[config.mk]
export PLATFORM = sky130hd
export DESIGN_NAME = flit_output_stage
export DESIGN_NICKNAME = d
export VERILOG_FILES = /design/src/rtl/flit_out_pkg.sv /design/src/rtl/flit_sat_counter.sv /design/src/rtl/flit_output_stage.sv
export SDC_FILE = /design/constraint.sdc
export NUM_CORES = 1
export LEC_CHECK = 0
export BUFFER_PORTS_ARGS = -buffer_cell sky130_fd_sc_hd__clkbuf_2
export CAP_MARGIN = 10
export CORE_AREA = 4 4 128 130
export CTS_CLUSTER_SIZE = 28
export DETAILED_ROUTE_END_ITERATION = 10
export DIE_AREA = 0 0 132 134
export PLACE_DENSITY_LB_ADDON = 0.2
export SYNTH_ARGS = -nofsm -noshare
export SYNTH_HDL_FRONTEND = slang
export SYNTH_SLANG_ARGS = --single-unit
[constraint.sdc]
create_clock -name clk -period 4.43 [get_ports clk]
set_input_delay 0.886 -clock clk [delete_from_list [all_inputs] [get_ports clk]]
set_output_delay 0.886 -clock clk [all_outputs]
set_load 0.01 [all_outputs]
[src/rtl/flit_out_pkg.sv]
// -----------------------------------------------------------------------------
// flit_out_pkg
// Shared definitions for the flit output stage.
//   STATS_WIDTH_DEFAULT : default width of the statistics counters
//   occ_t               : 2-bit occupancy (head + skid + in-flight read)
//   OCC_MAX             : maximum occupancy the stage may ever reach
// -----------------------------------------------------------------------------
package flit_out_pkg;

  localparam int STATS_WIDTH_DEFAULT = 32;

  typedef logic [1:0] occ_t;

  localparam occ_t OCC_MAX = 2'd2;

endpackage : flit_out_pkg

[src/rtl/flit_sat_counter.sv]
// -----------------------------------------------------------------------------
// flit_sat_counter
// Saturating up-counter with asynchronous active-high clear.
// Ports:
//   clk     : clock, rising edge
//   rst     : asynchronous active-high clear
//   inc_i   : increment request for this cycle
//   count_o : current count, sticks at all-ones
// -----------------------------------------------------------------------------
module flit_sat_counter #(
  parameter int WIDTH = 32
) (
  input  logic             clk,
  input  logic             rst,
  input  logic             inc_i,
  output logic [WIDTH-1:0] count_o
);

  logic [WIDTH-1:0] count_q;
  logic [WIDTH-1:0] count_d;

  always_comb begin
    count_d = count_q;
    if (inc_i && (count_q != '1)) begin
      count_d = count_q + WIDTH'(1);
    end
  end

  always_ff @(posedge clk or posedge rst) begin
    if (rst) begin
      count_q <= '0;
    end else begin
      count_q <= count_d;
    end
  end

  assign count_o = count_q;

endmodule : flit_sat_counter

[src/rtl/flit_output_stage.sv]
// -----------------------------------------------------------------------------
// flit_output_stage
// Show-ahead output stage behind a flit_buffer with one-cycle registered read
// latency. A head register and a skid register plus one in-flight read hide
// the latency and sustain one flit per cycle into a valid/ready sink.
//
// Optional feature macro: FLIT_OUT_STATS_EN
//   defined   : flit_count / stall_count are live saturating counters
//   undefined : both outputs are tied to zero, no counter flops
//
// Ports:
//   clk, rst       : clock (rising edge), asynchronous active-high reset
//   buf_not_empty  : upstream buffer has at least one flit
//   buf_data       : upstream read data, valid the cycle after buf_rd_en
//   buf_rd_en      : read strobe to the upstream buffer
//   out_valid      : head flit valid
//   out_data       : head flit
//   out_ready      : downstream accepts the head flit
//   flit_count     : flits transferred (saturating)
//   stall_count    : cycles with out_valid & ~out_ready (saturating)
// -----------------------------------------------------------------------------
module flit_output_stage
  import flit_out_pkg::*;
#(
  parameter int DATA_WIDTH  = 32,
  parameter int STATS_WIDTH = STATS_WIDTH_DEFAULT
) (
  input  logic                   clk,
  input  logic                   rst,
  input  logic                   buf_not_empty,
  input  logic [DATA_WIDTH-1:0]  buf_data,
  output logic                   buf_rd_en,
  output logic                   out_valid,
  output logic [DATA_WIDTH-1:0]  out_data,
  input  logic                   out_ready,
  output logic [STATS_WIDTH-1:0] flit_count,
  output logic [STATS_WIDTH-1:0] stall_count
);

  logic                  head_v_q, head_v_d;
  logic [DATA_WIDTH-1:0] head_data_q, head_data_d;
  logic                  skid_v_q, skid_v_d;
  logic [DATA_WIDTH-1:0] skid_data_q, skid_data_d;
  logic                  rd_pend_q, rd_pend_d;

  logic pop;
  logic arrival;
  occ_t occ;
  occ_t occ_after_pop;

  assign pop     = head_v_q & out_ready;
  assign arrival = rd_pend_q;

  // Occupancy counts the read already in flight, so a new read is only issued
  // when its data is guaranteed a register to land in.
  assign occ           = occ_t'(head_v_q) + occ_t'(skid_v_q) + occ_t'(rd_pend_q);
  assign occ_after_pop = occ - occ_t'(pop);

  // Gated by rst so no read reaches the buffer while both sides are clearing.
  assign buf_rd_en = ~rst & buf_not_empty & (occ_after_pop < OCC_MAX);

  assign rd_pend_d = buf_rd_en;

  always_comb begin
    head_v_d    = head_v_q;
    head_data_d = head_data_q;
    skid_v_d    = skid_v_q;
    skid_data_d = skid_data_q;

    if (pop && skid_v_q) begin
      // Skid moves forward; a same-cycle arrival refills the skid.
      head_data_d = skid_data_q;
      if (arrival) begin
        skid_data_d = buf_data;
      end else begin
        skid_v_d = 1'b0;
      end
    end else if (pop) begin
      if (arrival) begin
        head_data_d = buf_data;
      end else begin
        head_v_d = 1'b0;
      end
    end else if (!head_v_q) begin
      if (arrival) begin
        head_v_d    = 1'b1;
        head_data_d = buf_data;
      end
    end else begin
      // Head blocked: the late arrival parks in the skid.
      if (arrival) begin
        skid_v_d    = 1'b1;
        skid_data_d = buf_data;
      end
    end
  end

  always_ff @(posedge clk or posedge rst) begin
    if (rst) begin
      head_v_q    <= 1'b0;
      head_data_q <= '0;
      skid_v_q    <= 1'b0;
      skid_data_q <= '0;
      rd_pend_q   <= 1'b0;
    end else begin
      head_v_q    <= head_v_d;
      head_data_q <= head_data_d;
      skid_v_q    <= skid_v_d;
      skid_data_q <= skid_data_d;
      rd_pend_q   <= rd_pend_d;
    end
  end

  assign out_valid = head_v_q;
  assign out_data  = head_data_q;

`ifdef FLIT_OUT_STATS_EN
  flit_sat_counter #(
    .WIDTH (STATS_WIDTH)
  ) u_flit_cnt (
    .clk     (clk),
    .rst     (rst),
    .inc_i   (pop),
    .count_o (flit_count)
  );

  flit_sat_counter #(
    .WIDTH (STATS_WIDTH)
  ) u_stall_cnt (
    .clk     (clk),
    .rst     (rst),
    .inc_i   (head_v_q & ~out_ready),
    .count_o (stall_count)
  );
`else
  assign flit_count  = '0;
  assign stall_count = '0;
`endif

endmodule : flit_output_stage

# Yosys cells after proc, flatten, opt, wreduce, memory -nomap -nowiden
# Cells that the tools add are included.
# totals
reg_bits	67
inputBits	36
out_inout_bits	98
elab_cells	40
# classes
n_addsub	3
n_lt_le_gt_ge	1
eq_ne	4
n_mux	16
bitwise_logic	5
n_reduce_logical	6
# op_table
cell	n
2-to-1 mux 32 bit	8
2-to-1 mux 1 bit	8
inequality test 2 bit (second input constant)	2
AND reduction 2 bit	2
AND reduction 4 bit	1
nonzero test 2 bit	2
AND 1 bit	3
inequality test 3 x 1 -> 1 bit (second input constant)	1
adder 1 x 1 -> 2 bit	1
adder 2 x 1 -> 2 bit	1
< comparator 2 bit (second input constant)	1
inequality test 2 x 1 -> 1 bit (second input constant)	1
NOT 1 bit	2
subtractor 2 x 1 -> 2 bit	1
logical AND 1 bit	1

# Longest topological paths before layout
# Gate-level depths: netlist of run 1.
# logic_depth
depth_word	5
ltp_mapped	8
depth_no_buf	7

# Least setup slack after synthesis of run 1
# OpenSTA, ideal clock, no wires.
# synth_timing
kind	input port to output port
from	in rst
to	out buf_rd_en
arrival_ps	2693
t_required_ps	3544
path_slack_ps	851
cell_stages	2
path_buffers	0
path_cell_list	inv_1 > and3_1
# synth_via
elab_chain_cells	3
# synth_rtl
item	line_no	rtl
start: declaration	flit_output_stage.sv:29	input logic rst,
NOT 1 bit	flit_output_stage.sv:60	assign buf_rd_en = ~rst & buf_not_empty & (occ_after_pop < OCC_MAX);
AND 1 bit (2 in series)	flit_output_stage.sv:60	
end: declaration	flit_output_stage.sv:32	output logic buf_rd_en,
# Every way passes these cells.

# Worst setup path in the final report of run 1
# layout_timing
from	in out_ready
to	out buf_rd_en
# layout_via
elab_chain_cells	4
# layout_rtl
item	line_no	rtl
start: declaration	flit_output_stage.sv:35	input logic out_ready,
AND 1 bit	flit_output_stage.sv:51	assign pop = head_v_q & out_ready;
subtractor 2 x 1 -> 2 bit	flit_output_stage.sv:57	assign occ_after_pop = occ - occ_t'(pop);
< comparator 2 bit	flit_output_stage.sv:60	
AND 1 bit	flit_output_stage.sv:60	
# Every way passes these cells.

==> qor.yml, run 1 <==
fin_tns_setup_ns: 0
grt_antenna_before_repair: 0
dr.pass1.iters: 4
crit_arrival_ns: 2.33
ys_seq_area_frac: 0.4477
path_clk_slew_ns: 0.05
layout_common_cells: "clkbuf_2, dfrtp_1, conb_1"
track_usage: 0.08871
grt_pass1_vias: 2146
syn_inst: 258
hp-class: "register to register"
ctsResizeCount: 0
r2r_cells: 7
cp-end-kind: "output pin"
syn_area_um2: 3745
p_per_area_nw_per_um2: 721.7
slowest_delay_ns: 0.27
avgSynthCellArea_um2: 14.51
start_util: 0.2473
cts_sinks: 67
h-tree-depth: 3
hold_viol: 0
die_h_um: 134
fp.dieArea_um2: 17690
drt-vias-per-instance: 3.738
rrSetupSlack_ns: 1.79
peakVddDrop_v: 0.0001911
clk_latency_ns: 0.33
cts_tree: "yes"
cts_buffer_depth: 2
core_um2: 15150
r2r-end: "out_data[30]$_DFFE_PP0P_"
cts-root-buf: "clkbuf_16"
gp_congestion: 0.6347
route.detailed.drc: 0
required_ns: 3.54
reg2reg_from: "out_valid$_DFFE_PP0P_"
ys_types: 17
max_freq_mhz: 310.9
synth_top_family_by_area: "multiplexers"
syn_to_final_growth_pct: 16.74
cts_hold_buf: 0
synth_seq_cells: 67
min_from: "skid_data_q[4]$_DFFE_PP0P_"
path_cells: "clkbuf_2 -> and2_2 -> ha_1 -> inv_1 -> ha_1 -> a21oi_1 -> xor2_1 -> and3_1 -> clkbuf_2"
max-cap-violations: 0
grt_overflow: 0
num_vias: 1966
io_buffers: 69
period_share: 0.7261
antenna_cells: 0
yosys.area_share.simple: 0.003675
min_path_cells: 1
nets: 373
cp-start-kind: "input port"
ant_nets: 0
cts_setup_buffers: 0
wl_per_cell_um: 14.20
timing.final.crit_period_ns: 3.217
post_layout_nonfiller_instances: 526
path_max_fanout: 2
synth_xor_area_frac: 0.002339
p_leak_nw: 2.221
setup_viol: 0
worstMarginPinSlew_ns: 0.9156
drive_gt1_frac: 0.5680
fin_worst_skew_ns: 0.003116
crit_slowest_cell: "ha_1"
status: "finished, final reports clean"
rsz0062_at_grt: "false"
holdPathEnd: "skid_data_q[4]$_DFFE_PP0P_"
path_class: "input port to output pin"
rows: 45
final_max_slew_viol_count: 0
grt_pass1_wl_um: 11890
dpl.hpwl_um: 5094
yosysWarnings: 0
relSlewSlack: 0.3867
die_x_um: 132
dp.cells: 510
synthMuxAreaShare: 0.3488
final_common_cell: "clkbuf_2"
synth_compound_area_frac: 0.01871
totalPowerFinal_mw: 3.155
drt_wl_total_um: 7468
cts_made_buffers: 9
drt_iter0_markers: 67
yosys.area_share.adder: 0.01336
ios: 134
grt_max_degree: 41
[sequential cells by signal, summed over array words and instances, names as in the netlist]
name	cells
skid_v_q	1
out_valid	1
out_data	32
skid_data_q	32
arrival	1
[kinds of logic (layout without fill, tap and decap cells)]
family / Yosys count / in the layout
compound gates: 7 / 7
mux: 96 / 96
buf+inv: 80 / 97
flops: 67 / 67
xor+xnor: 1 / 1
other cells: 1 / 64
simple gates: 2 / 2
fa+ha+maj: 4 / 4
[metrics by stage]
step | area (µm²) | setup WS (ns) | util | hold slack [ns]
after floorplan | 3981 | 0.8512 | - | 0.4736
after global placement | 4029 | 1.214 | 0.2660 | 0.4835
after detailed placement | 4029 | 1.200 | 0.2660 | 0.4878
after CTS | 4372 | 1.191 | 0.2886 | 0.5004
after global routing | 4372 | 1.073 | 0.2886 | 0.5177
final | 4372 | 1.213 | 0.2886 | 0.4983
[Yosys cell counts]
library cell	n	area, µm²
and3_1	1	6.260
a31oi_1	2	12.51
o211ai_4	1	21.27
buf_4	64	480.5
mux2_4	60	900.9
inv_1	5	18.77
conb_1	1	3.750
xor2_1	1	8.760
a31oi_4	1	21.27
inv_2	1	3.750
mux2_2	36	405.4
dfrtp_1	67	1677
buf_6	10	112.6
o21ai_0	2	10.01
ha_1	4	50.05
a21oi_1	1	5.000
and2_2	1	7.510
[where the power goes]
| part | switching [mW] | internal (mW) | total, mW |
|---|---|---|---|
| clock network | 0.267 | 0.563 | 0.830 |
| logic | 0.472 | 0.747 | 1.22 |
| registers | 0.181 | 0.926 | 1.11 |
| total | 0.919 | 2.24 | 3.16 |
[worst max-delay path by stage]
stage	from	to	slack, ns	depth (start not counted)
2_1_floorplan	rst	buf_rd_en	0.85	2
3_3_place_gp	out_ready	buf_rd_en	1.21	9
3_5_place_dp	out_ready	buf_rd_en	1.20	9
4_1_cts	out_ready	buf_rd_en	1.19	9
5_1_grt	out_ready	buf_rd_en	1.07	9
6_report	out_ready	buf_rd_en	1.21	9
[final cells by class]
type	instances	area (µm²)
Clock buffer	11	242.7
Clock inverter	5	100.1
Tap cell	188	235.2
Timing Repair Buffer	75	402.9
Sequential cell	67	1677
Inverter	6	22.52
Multi-Input combinational cell	174	1692
Fill cell	1546	10770
[worst max-delay path, delay by kind of cell]
family                   cells  cell delay [ns]
adder cells (fa/ha/maj)      2             0.52
AO/OA/AOI/OAI                1             0.17
buffers and inverters        3             0.26
XOR/XNOR                     1             0.15
AND/OR/NAND/NOR              2             0.35
[metal layers]
layer / global-route usage / share of wire / up-vias
met5: 0 / 0 / -
met4: 0.03501 / 0.014 / 0
met3: 0.03788 / 0.073 / 7
met2: 0.1294 / 0.44 / 79
met1: 0.1159 / 0.47 / 977
li1: - / - / 903
Power figures use the tool's default switching activity.
==> inputs of run 2 (changes only) <==
--- a/config.mk
+++ b/config.mk
@@ -5,6 +5,7 @@
 export SDC_FILE = /design/constraint.sdc
 export NUM_CORES = 1
 export LEC_CHECK = 0
+export ABC_AREA = 1
 export BUFFER_PORTS_ARGS = -buffer_cell sky130_fd_sc_hd__clkbuf_2
 export CAP_MARGIN = 10
 export CORE_AREA = 4 4 128 130
==> constraint.sdc (replaced) <==
create_clock -name clk -period 3.35 [get_ports clk]
set_input_delay 0.67 -clock clk [delete_from_list [all_inputs] [get_ports clk]]
set_output_delay 0.67 -clock clk [all_outputs]
set_load 0.01 [all_outputs]
==> run 2 against run 1 <==
- clock power shrank 2%
- routed wire length grew 31%
- via count grew 56%
- utilization shrank 1.2 points
- clock skew grew 0.0038 ns
- setup slack lost 0.50 ns
- sequential power grew 29%
- global-route usage grew 2.4 points
- synthesized area grew 0.30%
- critical path depth shrank 4
- critical path type is now register to output pin
- largest power group is now registers
==> qor.yml, run 2 <==
worstMarginPinSlew_ns: 1.021
syn_to_final_growth_pct: 11.49
wl_per_cell_um: 13.48
cpLargestDelayFamily: "flip-flops"
ios: 134
synthTopCellsByArea: "dfrtp_1, nand2_1, buf_4"
period_share: 0.7864
hold_slack_ns: 0.4655
yosysTopAreaCellShare: 0.4464
path_max_fanout: 18
p_leak_nw: 2.408
avgSynthCellArea_um2: 7.793
required_ns: 2.68
grt_overflow: 0
synthTopCellsByCount: "nand2_1, buf_4, dfrtp_1, nand3_1, nand4_1"
h-tree-depth: 3
relSlewSlack: 0.3192
async_flop_share: 1.000
fin_worst_skew_ns: 0.006964
ys_seq_area_frac: 0.4464
route.detailed.drc: 0
cts_hold_buf: 0
yosysWarnings: 0
fp.dieArea_um2: 17690
max-cap-violations: 0
core_um2: 15150
switching_power_mw: 1.379
internal_power_mw: 2.105
ant_nets: 0
synthFlopType: "dfrtp_1"
num_vias: 3069
die_h_um: 134
drt_wl_total_um: 9801
grt_antenna_before_repair: 0
yosysMostFrequentCell: "nand2_1"
drt-vias-per-instance: 4.221
cp-end-kind: "output pin"
cts_buffer_depth: 2
gp_congestion: 0.7276
crit_arrival_ns: 1.96
syn_area_um2: 3756
die_x_um: 132
timing.final.crit_period_ns: 2.634
pre_cts_ws_ns: 0.6999
nets: 578
synth_seq_cells: 67
clk_latency_ns: 0.34
layout_common_cells: "nand2_1, clkbuf_2, dfrtp_1"
path_cells: "ha_1 -> nand2_1 -> a21oi_1 -> nor2_1 -> clkbuf_2"
hp-class: "register to register"
hold_viol: 0
setup_viol: 0
p_per_area_nw_per_um2: 831.8
dpl_cell_area_um2: 3950
path_class: "register to output pin"
cts_tree: "yes"
drive_gt1_frac: 0.1763
final_common_cell: "nand2_1"
p_seq_frac: 0.409
ys_types: 19
rsz0062_at_grt: "false"
syn_inst: 482
grt_pass1_vias: 3003
utilization: 0.2765
dp.cells: 715
ctsResizeCount: 0
totalPowerFinal_mw: 3.483
peakVddDrop_v: 0.0003013
pwr-share-clk: 0.233
synth_edf_count: 0
cts_made_buffers: 9
slowest_delay_ns: 0.84
cts-root-buf: "clkbuf_16"
antenna_cells: 0
max_freq_mhz: 379.6
synth_top_cell_by_area: "dfrtp_1"
io_buffers: 69
p_comb_frac: 0.358
fin_tns_setup_ns: 0
rows: 45
grt_pass1_wl_um: 15730
crit_slowest_cell: "dfrtp_1"
crit_buf_inv: 1
swShare: 0.3958
final_max_slew_viol_count: 0
track_usage: 0.1124
final_area_um2: 4188
dr.pass1.iters: 4
dpl.hpwl_um: 6407
status: "finished, final reports clean"
grt_max_degree: 56
post_layout_nonfiller_instances: 727
cts_setup_buffers: 0
fin_ws_ns: 0.7157
drt_iter0_markers: 174
cts_sinks: 67
cp-start-kind: "register"
start_util: 0.2480
path_clk_slew_ns: 0.05
-- run 2: cells by family after synthesis --
kind of cell,Yosys count,synth area share
adders and majority gates,4,0.01332
other,1,0.0009984
buffers and inverters,103,0.1902
DFF,67,0.4464
and+or+nand+nor,305,0.3464
AOI/OAI and AO/OA,2,0.002662
-- run 2: cell type report --
cell class	instances	area [µm²]
multi-input combinational	375	1604
sequential	67	1678
tap	188	235.2
inverter	9	35.03
clock inverter	1	5.005
fill	1662	10960
clock buffer	11	232.7
timing repair buffer	76	397.9
-- run 2: power groups by stage --
stage | Combinational, mW | Clock, mW | Sequential [mW]
detailed placement | 1.27 | 0 | 1.44
floorplan | 0.868 | 0 | 1.48
global route | 1.44 | 0.882 | 1.48
finish | 1.25 | 0.811 | 1.43
global placement | 1.26 | 0 | 1.43
CTS | 1.28 | 0.853 | 1.43
-- run 2: routing by layer --
| layer | routed length [µm] | up-vias | global-route usage |
|---|---|---|---|
| li1 | - | 1511 | - |
| met1 | 4512 | 1453 | 0.1452 |
| met2 | 4601 | 92 | 0.1765 |
| met3 | 476 | 13 | 0.02551 |
| met4 | 210 | 0 | 0.05834 |
| met5 | 0 | - | 0 |
-- run 2: worst paths after layout --
check                                            start                          end  slack (ns)  depth (start not counted)
max in group asynchronous                          rst  skid_data_q[15]$_DFFE_PP0P_        2.06                          3
min in group asynchronous                          rst            arrival$_DFF_PP0_        0.51                          2
hold / removal             skid_data_q[14]$_DFFE_PP0P_  skid_data_q[14]$_DFFE_PP0P_        0.47                          2
setup reg to reg                     arrival$_DFF_PP0_  skid_data_q[17]$_DFFE_PP0P_        1.27                          3
hold reg to reg            skid_data_q[14]$_DFFE_PP0P_  skid_data_q[14]$_DFFE_PP0P_        0.47                          2
setup / recovery                     arrival$_DFF_PP0_                    buf_rd_en        0.72                          5
-- run 2: worst reg2reg max path, stage by stage (launching register included) --
cell     delay [ns]
dfrtp_1        0.84
nand3_2        0.78
nand2_1        0.25
nand2_1        0.07
==> inputs of run 3 (changes only) <==
--- a/config.mk
+++ b/config.mk
@@ -5,7 +5,7 @@
 export SDC_FILE = /design/constraint.sdc
 export NUM_CORES = 1
 export LEC_CHECK = 0
-export ABC_AREA = 1
+export ABC_AREA = 0
 export BUFFER_PORTS_ARGS = -buffer_cell sky130_fd_sc_hd__clkbuf_2
 export CAP_MARGIN = 10
 export CORE_AREA = 4 4 128 130
==> constraint.sdc (replaced) <==
create_clock -name clk -period 2.6 [get_ports clk]
set_input_delay 0.52 -clock clk [delete_from_list [all_inputs] [get_ports clk]]
set_output_delay 0.52 -clock clk [all_outputs]
set_load 0.01 [all_outputs]
==> run 3 against run 2 <==
- via count down 36%
- global-route usage down 2.9 points
- hold slack worse by 0.034 ns
- routed wire length down 27%
- sequential cell count unchanged
- clock-buffer cell count unchanged
- cell count down 27%
- setup slack worse by 0.62 ns
- first-iteration DRC count down 89%
- critical endpoint unchanged
- highest routed layer unchanged
==> qor.yml, run 3 (synthesis gave the netlist of run 1 again) <==
path_clk_slew_ns: 0.06
max_freq_mhz: 399.1
dr.pass1.iters: 3
fp.dieArea_um2: 17690
p_seq_frac: 0.355
hp-class: "input port to register"
drt-vias-per-instance: 3.733
drt_iter0_markers: 20
drive_gt1_frac: 0.5824
cts-root-buf: "clkbuf_16"
timing.final.crit_period_ns: 2.506
fin_worst_skew_ns: 0.005154
num_vias: 1971
cts_sinks: 67
final_common_cell: "clkbuf_2"
ant_nets: 0
cts_setup_buffers: 0
hold_viol: 0
utilization: 0.2880
regArea_um2: 1678
antenna_cells: 0
io_buffers: 69
relSlewSlack: 0.4002
core_um2: 15150
setup_viol: 0
pwr-share-clk: 0.233
peakVddDrop_v: 0.0004524
track_usage: 0.08359
drt_wl_total_um: 7178
path_class: "register to output pin"
path_max_fanout: 2
final_max_slew_viol_count: 0
switching_power_mw: 1.585
cp-end-kind: "output pin"
die_h_um: 134
grt_antenna_before_repair: 0
start_util: 0.2473
required_ns: 2.08
p_comb_frac: 0.412
crit_arrival_ns: 1.99
worstMarginPinSlew_ns: 0.8998
gp_congestion: 0.6256
period_share: 0.9637
internal_power_mw: 3.661
rsz0062_at_grt: "false"
h-tree-depth: 3
die_x_um: 132
fillers: 1566
status: "finished, final reports clean"
dpl.hpwl_um: 4809
ios: 134
cp-start-kind: "register"
cts_buffer_depth: 2
cts_made_buffers: 9
wl_per_cell_um: 13.59
max-cap-violations: 0
rows: 45
cp-startpoint: "out_valid$_DFFE_PP0P_"
route.detailed.drc: 0
swShare: 0.3022
min_from: "buf_data[17]"
layout_common_cells: "clkbuf_2, dfrtp_1, conb_1"
grt_overflow: 0
multiInputGateArea_um2: 1709
grt_pass1_wl_um: 11210
nets: 375
reg2reg_from: "out_valid$_DFFE_PP0P_"
p_per_area_nw_per_um2: 1203
grt_pass1_vias: 2086
fin_tns_setup_ns: 0
clk_latency_ns: 0.33
grt_max_degree: 68
cts_tree: "yes"
p_leak_nw: 2.201
syn_to_final_growth_pct: 16.47
run 3: changes by cell type in the layout (fill, tap and decap cells not counted), moves of 2 or more:
cell | previous run | this run
inv_1 | 7 | 3
nand2_4 | 2 | 0
nand3_1 | 34 | 0
a31oi_1 | 0 | 2
nor2_1 | 2 | 0
mux2_2 | 0 | 36
mux2_4 | 0 | 60
clkinvlp_4 | 0 | 2
nand2_1 | 231 | 0
nand4_1 | 33 | 0
run 3: final timing paths:
path                                          endpoint  slack, ns  cells after the start
max in group asynchronous         skid_v_q$_DFFE_PP0P_       1.47                      3
hold / removal             skid_data_q[17]$_DFFE_PP0P_       0.43                      2
min in group asynchronous      out_data[2]$_DFFE_PP0P_       0.51                      3
hold reg to reg             skid_data_q[3]$_DFFE_PP0P_       0.50                      1
setup / recovery                             buf_rd_en       0.09                      8
setup reg to reg              out_data[29]$_DFFE_PP0P_       0.70                      7
run 3: routing by layer:
layer / vias up / part of all wire / GRT usage / wire, µm
met3: 7 / 0.081 / 0.04314 / 579
met1: 975 / 0.47 / 0.1063 / 3373
met5: - / 0 / 0 / 0
met4: 0 / 0.013 / 0.02975 / 93
li1: 905 / - / - / -
met2: 84 / 0.44 / 0.1214 / 3131
run 3: through the flow:
| step | area (µm²) | hold slack (ns) | power, mW | cells | worst slack, ns |
|---|---|---|---|---|---|
| after floorplan | 3985 | 0.4736 | 3.557 | 321 | 0.1271 |
| after global placement | 4048 | 0.4825 | 4.011 | 512 | 0.1163 |
| after detailed placement | 4048 | 0.4881 | 4.024 | 512 | 0.09725 |
| after CTS | 4348 | 0.4073 | 5.338 | 528 | 0.02822 |
| after global routing | 4362 | 0.4173 | 5.589 | 528 | 0.007866 |
| final | 4362 | 0.4317 | 5.246 | 528 | 0.09448 |
run 3: final cells by class:
cell class | instances | share of cell area
sequential | 67 | 0.3847
timing repair buffer | 77 | 0.09581
tap | 188 | 0.05393
clock buffer | 11 | 0.05565
multi-input combinational | 174 | 0.3919
inverter | 6 | 0.006024
clock inverter | 5 | 0.01205
run 3: timing repair:
item                                    4_1_cts  5_1_grt
hold buffers                                  0        0
hold endpoints to repair                      0        0
resized for setup                             2        4
endpoints found under the setup margin        1        1
pin swaps                                     3        3
run 3: power by group through the flow:
stage | Combinational, mW | Clock (mW) | Sequential [mW]
3_5_place_dp | 2.15 | 0 | 1.88
6_report | 2.16 | 1.22 | 1.86
4_1_cts | 2.19 | 1.29 | 1.87
5_1_grt | 2.34 | 1.32 | 1.94
3_3_place_gp | 2.14 | 0 | 1.87
2_1_floorplan | 1.59 | 0 | 1.96
run 3: critical path, stage by stage (launching register included):
cell and delay (ns):
dfrtp_1 0.37, and2_4 0.16, ha_1 0.28, inv_2 0.07
ha_4 0.19, a21oi_2 0.14, xor2_1 0.14, and3_1 0.18
buf_2 0.13
